### config.mk
export PLATFORM = sky130hd
export DESIGN_NAME = enc_pb_scan
export DESIGN_NICKNAME = d
export VERILOG_FILES = /design/src/rtl/enc_pb_scan.sv
export SDC_FILE = /design/constraint.sdc
export NUM_CORES = 1
export LEC_CHECK = 0
export BUFFER_PORTS_ARGS = -buffer_cell sky130_fd_sc_hd__buf_2
export CAP_MARGIN = 40
export CELL_PAD_IN_SITES_DETAIL_PLACEMENT = 0
export CELL_PAD_IN_SITES_GLOBAL_PLACEMENT = 2
export CORE_UTILIZATION = 43
export DETAILED_ROUTE_END_ITERATION = 7
export PLACE_DENSITY = 0.95
export SLEW_MARGIN = 20
export SYNTH_ARGS = -nofsm -noshare
export SYNTH_HDL_FRONTEND = slang
export SYNTH_SLANG_ARGS = --single-unit
### constraint.sdc
create_clock -name clk_i -period 5 [get_ports clk_i]
set_input_delay 0.5 -clock clk_i [delete_from_list [all_inputs] [get_ports clk_i]]
set_output_delay 0.5 -clock clk_i [all_outputs]
set_load 0.01 [all_outputs]
### src/rtl/enc_pb_scan.sv
// enc_pb_scan: front-panel scanner for ENC_CH rotary encoders and ENC_CH pushbuttons.
// Each input bit is synchronised, sampled on a prescaler tick and debounced. A/B pairs
// are quadrature-decoded into saturating signed counts that are read-and-clear.
// Button edges are latched as sticky events.
// Optional feature macro: ENC_SCAN_ACCEL_EN. It turns fast same-direction steps into +/-4.
module enc_pb_scan #(
    parameter  int ENC_CH   = 8,
    parameter  int CNT_W    = 8,
    parameter  int DB_DIV   = 1000,
    parameter  int DB_TICKS = 4,
    localparam int SEL_W    = (ENC_CH > 1) ? $clog2(ENC_CH) : 1
) (
    input  logic                clk_i,
    input  logic                rst_i,
    input  logic [2*ENC_CH-1:0] enc_i,
    input  logic [ENC_CH-1:0]   pb_i,
    input  logic                rd_i,
    input  logic [SEL_W-1:0]    rd_sel_i,
    output logic [CNT_W-1:0]    rd_data_o,
    output logic                rd_valid_o,
    output logic [ENC_CH-1:0]   pb_o,
    output logic [ENC_CH-1:0]   pb_evt_o,
    input  logic [ENC_CH-1:0]   pb_clr_i,
    output logic [ENC_CH-1:0]   err_o,
    output logic                irq_o
);
    localparam int PRE_W = $clog2(DB_DIV);
    localparam int DBC_W = $clog2(DB_TICKS + 1);
    localparam int SUM_W = CNT_W + 4;
    localparam int MAX_I = (1 << (CNT_W - 1)) - 1;
    localparam logic signed [SUM_W-1:0] CNT_MAX = SUM_W'(MAX_I);
    localparam logic signed [SUM_W-1:0] CNT_MIN = SUM_W'(-MAX_I - 1);

    logic [PRE_W-1:0]                pre;
    logic                            tick;
    logic [3*ENC_CH-1:0]             s1, s2;
    logic [ENC_CH-1:0][CNT_W-1:0]    cnt;

    assign tick = (pre == PRE_W'(DB_DIV - 1));

    // Debounce prescaler: one tick every DB_DIV clocks.
    always_ff @(posedge clk_i) begin
        if (rst_i) pre <= '0;
        else       pre <= tick ? '0 : pre + PRE_W'(1);
    end

    // Two-flop synchroniser for all async pins, layout {pb, enc}; deliberately not reset.
    always_ff @(posedge clk_i) begin
        s1 <= {pb_i, enc_i};
        s2 <= s1;
    end

    for (genvar n = 0; n < ENC_CH; n++) begin : g_ch
        logic [2:0]              raw, lvl, lvl_q;   // {pb, A, B}
        logic [2:0][DBC_W-1:0]   dbc;
        logic [1:0]              idx, idx_q, diff;
        logic                    step_up, step_dn, illegal, pb_chg, rd_hit;
        logic signed [SUM_W-1:0] mag, delta, base, sum, sat;
        logic signed [CNT_W-1:0] cnt_r;

        assign raw     = {s2[2*ENC_CH+n], s2[2*n +: 2]};
        // Gray position 00->0, 01->1, 11->2, 10->3; a difference of 2 means both bits moved.
        assign idx     = {lvl[1], ^lvl[1:0]};
        assign idx_q   = {lvl_q[1], ^lvl_q[1:0]};
        assign diff    = idx - idx_q;
        assign step_up = (diff == 2'd1);
        assign step_dn = (diff == 2'd3);
        assign illegal = (diff == 2'd2);
        assign pb_chg  = lvl[2] ^ lvl_q[2];
        assign rd_hit  = rd_i && (rd_sel_i == SEL_W'(n));

`ifdef ENC_SCAN_ACCEL_EN
        logic [7:0] ivl;
        logic       last_up, fast;

        assign fast = ((step_up && last_up) || (step_dn && !last_up)) && (ivl < 8'd8);
        assign mag  = fast ? SUM_W'(4) : SUM_W'(1);

        // Ticks since the last step on this channel; any step (incl. reversal) restarts it.
        always_ff @(posedge clk_i) begin
            if (rst_i) begin
                ivl     <= 8'hFF;
                last_up <= 1'b0;
            end else if (step_up || step_dn) begin
                ivl     <= '0;
                last_up <= step_up;
            end else if (tick && ivl != 8'hFF) begin
                ivl     <= ivl + 8'd1;
            end
        end
`else
        assign mag = SUM_W'(1);
`endif

        assign delta = step_up ? mag : step_dn ? -mag : '0;
        // A read clears the count in the same cycle, but a coincident step survives.
        assign base  = rd_hit ? '0 : SUM_W'(cnt_r);
        assign sum   = base + delta;
        assign sat   = (sum > CNT_MAX) ? CNT_MAX : (sum < CNT_MIN) ? CNT_MIN : sum;

        // Per-bit debounce: DB_TICKS consecutive differing tick samples accept a new level.
        always_ff @(posedge clk_i) begin
            if (rst_i) begin
                lvl <= {1'b1, raw[1:0]};
                dbc <= '0;
            end else if (tick) begin
                for (int b = 0; b < 3; b++) begin
                    if (raw[b] == lvl[b]) begin
                        dbc[b] <= '0;
                    end else if (dbc[b] == DBC_W'(DB_TICKS - 1)) begin
                        lvl[b] <= raw[b];
                        dbc[b] <= '0;
                    end else begin
                        dbc[b] <= dbc[b] + DBC_W'(1);
                    end
                end
            end
        end

        // Decode one clock after the accepted level moves; update count and sticky flags.
        always_ff @(posedge clk_i) begin
            if (rst_i) begin
                lvl_q       <= {1'b1, raw[1:0]};
                cnt_r       <= '0;
                pb_evt_o[n] <= 1'b0;
                err_o[n]    <= 1'b0;
            end else begin
                lvl_q       <= lvl;
                cnt_r       <= CNT_W'(sat);
                pb_evt_o[n] <= (pb_evt_o[n] & ~pb_clr_i[n]) | pb_chg;
                err_o[n]    <= (err_o[n] & ~pb_clr_i[n]) | illegal;
            end
        end

        assign cnt[n]  = cnt_r;
        assign pb_o[n] = ~lvl[2];
    end

    // One-deep read port; out-of-range selects return zero.
    always_ff @(posedge clk_i) begin
        if (rst_i) begin
            rd_data_o  <= '0;
            rd_valid_o <= 1'b0;
        end else begin
            rd_valid_o <= rd_i;
            if (rd_i) rd_data_o <= (int'(rd_sel_i) < ENC_CH) ? cnt[rd_sel_i] : '0;
        end
    end

    // Interrupt: pending motion on any channel or any unacknowledged button event.
    always_ff @(posedge clk_i) begin
        if (rst_i) irq_o <= 1'b0;
        else       irq_o <= (|cnt) || (|pb_evt_o);
    end
endmodule

Yosys cells after proc, flatten, opt, wreduce, memory -nomap -nowiden
Index checks and enable logic that the tools add are counted.
{"block": "totals", "register_bits": 268, "latchBits": 0, "ram_bits": 0, "mem_bits_ro": 0, "inputBits": 38, "out_inout_bits": 34, "word_cells": 544, "memories": 0}
{"block": "op_classes", "add_sub_neg": 41, "multipliers": 0, "n_div": 0, "n_lt_le_gt_ge": 17, "n_eq_ne": 96, "shift": 0, "muxes": 146, "bitwise": 64, "reduce_logical": 78}
{"op": "$mux 12", "count": 24}
{"op": "$mux 3", "count": 48}
{"op": "$add 12x12->12", "count": 8}
{"op": "$gt 12x8->1 const B", "count": 8}
{"op": "$lt 12x8->1 const B", "count": 8}
{"op": "$eq 3x2->1 const B", "count": 26}
{"op": "$add 3x1->3 const B", "count": 24}
{"op": "$mux 8", "count": 9}
{"op": "$reduce_and 3->1", "count": 24}
{"op": "$reduce_or 64->1", "count": 1}
{"op": "$mux 7", "count": 8}
{"op": "$mux 2", "count": 24}
{"op": "$reduce_bool 2->1", "count": 17}
{"op": "$eq 2x2->1 const B", "count": 16}
{"op": "$mux 1", "count": 32}
{"op": "$ne 2x2->1 const B", "count": 16}
{"op": "$reduce_xor 2->1", "count": 16}
{"op": "$bmux 8 s3", "count": 1}
{"op": "$eq 1x1->1", "count": 24}
{"op": "$not 1->1", "count": 24}
{"op": "$reduce_or 2->1", "count": 9}
{"op": "$and 1x1->1", "count": 16}
{"op": "$eq 2x1->1 const B", "count": 8}
{"op": "$or 1x1->1", "count": 16}
{"op": "11 further kinds", "count": 35}

Depth between registers and ports, before layout
{"block": "depth", "word_depth": 9, "ltp_mapped": 16, "ltp_nobuf": 14}

Worst setup path after synthesis
No wires, ideal clock.
{"block": "synth_path", "path_type": "register to register", "startpoint": "reg g_ch[0].lvl[1]", "endpoint": "reg g_ch[0].cnt_r[2]", "setup_time_ps": 115, "arrival_ps": 3198, "required_time_ps": 4885, "slack_ps": 1687, "stages_incl_launch_ff": 17, "path_buffers": 2, "period_less_slack_ps": 3313, "cell_sequence": "edfxtp_1 > buf_2 > xnor2_1 > ha_1 > xor3_1 > nand2_1 > buf_2 > inv_1 > ha_1 > a21o_1 > a21oi_1 > nor3b_1 > a2111oi_4 > o21ai_2 > a21oi_4 > o21ai_0 > and2_1"}
{"block": "synth_via", "elab_chain_cells": 9, "elab_cells_between_ends": 11, "cone_classes": "add/sub (2); order compare (2); eq/ne (2); mux (4); reduce/logical (1)"}
{"element": "from (decl)", "line_no": "54", "source": "logic [2:0] raw, lvl, lvl_q;"}
{"element": "from (signal assigned)", "line_no": "104", "source": "lvl <= {1'b1, raw[1:0]};"}
{"element": "from (signal, indexed assignment)", "line_no": "111", "source": "lvl[b] <= raw[b];"}
{"element": "$reduce_xor 2->1", "line_no": "63", "source": "assign idx = {lvl[1], ^lvl[1:0]};"}
{"element": "$sub 2x2->2 *", "line_no": "65", "source": "assign diff = idx - idx_q;"}
{"element": "$eq 2x2->1", "line_no": "67", "source": "assign step_dn = (diff == 2'd3);"}
{"element": "$mux 12", "line_no": "95", "source": "assign delta = step_up ? mag : step_dn ? -mag : '0;"}
{"element": "$mux 12 *", "line_no": "95"}
{"element": "$add 12x12->12 *", "line_no": "98", "source": "assign sum = base + delta;"}
{"element": "$lt 12x8->1", "line_no": "99", "source": "assign sat = (sum > CNT_MAX) ? CNT_MAX : (sum < CNT_MIN) ? CNT_MIN : sum;"}
{"element": "$mux 8", "line_no": "99"}
{"element": "$mux 7 *", "line_no": "99"}
{"element": "to (signal assigned)", "line_no": "129", "source": "cnt_r <= CNT_W'(sat);"}
{"element": "to (decl)", "line_no": "59", "source": "logic signed [CNT_W-1:0] cnt_r;"}
Every way passes the cells marked *; elsewhere a longest branch is shown, timed or not.
A chain may end at the register's enable or synchronous reset.

Worst setup path in the final report
{"block": "layout_path", "startpoint": "reg g_ch[0].lvl[1]", "endpoint": "reg g_ch[0].cnt_r[3]"}
The elaborated chain is that of the path after synthesis.

==> results.py <==
metrics = {
    "status": {
        "status": "finished, final reports clean",
    },
    "floorplanning": {
        "die_h_um": 185,
        "die_x_um": 185,
        "dieArea_mm2": 0.0343,
        "io_pins": 72,
        "initial_utilization_pct": 44.1,
        "rows": 66,
        "core_mm2": 0.0328,
    },
    "cells_and_area": {
        "finish.utilization_pct": 49.4,
        "area_growth_pct": 12.1,
        "drive_gt1_share_pct": 14.5,
        "antennaDiodeCount": 0,
        "final_nets": 1704,
        "fillers": 3068,
        "fin_area_mm2": 0.0162,
    },
    "routing": {
        "drtAntennaViolNets": 0,
        "first_pass_iters": 5,
        "avgRoutedWirePerCell_um": 15.8,
        "drc": 0,
        "wirelength_um": 32200,
        "drt-initial-drc-count": 577,
        "num_vias": 11100,
        "viasPerCell": 5.41,
    },
    "logic_synthesis": {
        "netlist_top_cells_count": "dfxtp_1 (252), a21oi_1 (120), nor2_1 (101)",
        "synth.top_cell.area_share_pct": 34.9,
        "ys_warn_count": 0,
        "synth_flop_cell": "dfxtp_1",
        "synth_seq_cells": 268,
        "syn_nets": 1667,
        "synth_area_leaders": "dfxtp_1 (35%), ha_1 (7.0%), xnor2_1 (4.8%), a21oi_1 (4.2%), edfxtp_1 (3.3%)",
        "async_flop_share_pct": 0,
        "ys_seq_area_share_pct": 38.2,
        "syn_inst": 1540,
        "yosys.area.top_type": "dfxtp_1",
        "synth_edf_count": 16,
        "yosysMostFrequentCell": "dfxtp_1",
        "synth_area_mm2": 0.0144,
        "ys_types": 97,
        "synth_area_per_cell_um2": 9.38,
    },
    "setup_path": {
        "arrival_ps": 4330,
        "cp.required_ps": 5450,
        "crit_type": "reg -> reg",
        "cp_common_cell": "ha_1",
        "path_cells": "xnor2_1 -> ha_1 -> xor3_1 -> nand2_1 -> inv_1 -> ha_1 -> a21o_1 -> a21oi_1 -> nor3b_1 -> a2111oi_4 -> o21ai_2 -> a21oi_4 -> o21ai_0 -> and2_1",
        "rr_startpoint": "g_ch[0].lvl[1]",
        "setup.worst_path.start_class": "flop",
        "crit_path_start": "g_ch[0].lvl[1]",
        "max_stage_delay_ps": 480,
        "crit_slowest_cell": "edfxtp_1",
        "cp_max_fo": 13,
        "end_kind": "flop",
    },
    "sta": {
        "slew_headroom_pct": 51.8,
        "fin_tns_setup_ps": 0,
        "tightestPinTransition_ps": 716,
        "period_share_pct": 77.6,
        "clock.fmax_mhz": 258,
        "report.final.slew_viol_count": 0,
        "rsz0062_at_grt": "no",
        "worst_hold_slack_ps": 46.2,
        "clock_skew_ps": 16.2,
        "hold_violations": 0,
        "finalSetupViolations": 0,
        "fin_crit_ps": 3880,
    },
    "clock_network": {
        "htreeDepth": 1,
        "cts.path.max_buffers": 3,
        "cts_sinks": 268,
        "clk_latency_ps": 550,
        "hold_buffers": 0,
        "post_cts_buffers": 0,
        "path_clk_slew_ps": 70,
        "cts_tree": "done",
        "cts_buffers": 30,
        "ctsResizeCount": 0,
        "cts_root_buf": "clkbuf_16",
    },
    "grt": {
        "grt_overflow": 0,
        "grtUsageTotal_pct": 18.9,
        "grt_start_max_net_pins": 81,
        "grt_antenna_before_repair": 0,
        "grt_pass1_wl_um": 52600,
        "grt_pass1_vias": 10400,
    },
    "run": {
        "max_cap_viol_count": 0,
    },
    "place": {
        "numPortBuffers": 71,
        "gp_congestion": 0.868,
        "dp_hpwl_um": 23300,
        "place_area_mm2": 0.0151,
    },
    "power_and_ir_drop": {
        "ir_worst_vdd_v": 0.000318,
        "powerDensity_mw_per_mm2": 479,
        "p_leak_uw": 0.00695,
    },
    "hold_path": {
        "min_from": "pb_i[1]",
        "hold_class": "in -> reg",
    },
}
[cells in the final DEF, fill, tap and decap left out, types with 11 or more instances in the layout]
| cell | count |
|---|---|
| a21oi_1 | 120 |
| and3b_1 | 21 |
| and2_1 | 47 |
| nand2b_1 | 28 |
| o21a_1 | 14 |
| nor2_1 | 100 |
| ha_1 | 81 |
| o21ai_0 | 53 |
| a211oi_1 | 19 |
| dfxtp_1 | 252 |
| a31oi_1 | 12 |
| nand3_1 | 43 |
| inv_1 | 83 |
| nor4_1 | 40 |
| xnor2_1 | 79 |
| edfxtp_1 | 16 |
| mux4_2 | 16 |
| or2_2 | 11 |
| a31o_2 | 16 |
| nor3_1 | 19 |
| a21o_1 | 19 |
| o211ai_1 | 11 |
| buf_2 | 70 |
| xor2_1 | 40 |
| clkbuf_16 | 32 |
| mux2_2 | 16 |
| a221oi_1 | 11 |
| nand2_1 | 83 |
| nor2b_1 | 41 |
[sequential cells by signal, summed over array words and instances (netlist names)]
| signal | count |
|---|---|
| g_ch.lvl | 24 |
| irq_o | 1 |
| err_o | 8 |
| s1 | 24 |
| g_ch.dbc | 72 |
| pb_evt_o | 8 |
| rd_data_o | 8 |
| g_ch.cnt_r | 64 |
| pre | 10 |
| s2 | 24 |
| g_ch.lvl_q | 24 |
| rd_valid_o | 1 |
[cell type report]
class	count	area [um^2]	share of cell area, %
multi-input combinational	1108	8210	50.7
sequential	268	5530	34.1
clock buffer	39	857	5.29
tap	442	553	3.41
timing repair buffer	81	477	2.94
inverter	88	350	2.16
clock inverter	17	226	1.40
[critical path: cells and delay by family (launching register included)]
family	cells	cell delay, ps
AOI/OAI and AO/OA	6	1360
and+or+nand+nor	3	740
adders and majority gates	2	500
DFF	1	480
xor gates and xnor gates	2	470
buffers and inverters	1	200
[stage by stage]
step / setup WS [ps] / total power, uW / cells
3_5_place_dp: 986 / 5390 / 1987
3_3_place_gp: 1060 / 5350 / 1985
4_1_cts: 1110 / 7810 / 2043
2_1_floorplan: 1690 / 4790 / 1540
6_report: 1120 / 7760 / 2043
5_1_grt: 809 / 8230 / 2043
[power by group]
part | internal (uW) | switching (uW) | leakage (uW)
logic | 1180 | 1420 | 0.00419
clock network | 1470 | 910 | 0.000531
registers | 2420 | 362 | 0.00223
total | 5070 | 2690 | 0.00695
[worst paths after layout]
| check | endpoint | slack [ps] | depth (start not counted) |
|---|---|---|---|
| max | g_ch[0].cnt_r[3] | 1120 | 14 |
| min | s1[17] | 50 | 1 |
| max reg2reg | g_ch[0].cnt_r[3] | 1120 | 14 |
| min reg2reg | s2[16] | 330 | 0 |
[layer usage]
metal / up-vias / GRT usage [%] / share of wire [%]
li1: 5551 / - / -
met1: 5256 / 25.1 / 47
met2: 200 / 31.8 / 46
met3: 47 / 3.05 / 4.7
met4: 0 / 4.40 / 1.8
met5: - / 0 / 0
[cell families (layout without fill, tap and decap cells)]
group                    Yosys count  in the layout  synth area share [%]
AO/OA/AOI/OAI                    355            355                  16.8
XOR/XNOR                         127            127                  8.47
adder cells (fa/ha/maj)           89             89                  8.12
buffers and inverters            164            225                  4.99
flip-flops                       268            268                  38.2
multiplexers                      41             41                  4.36
AND/OR/NAND/NOR                  496            496                  19.1
Power figures use the tool's default switching activity.
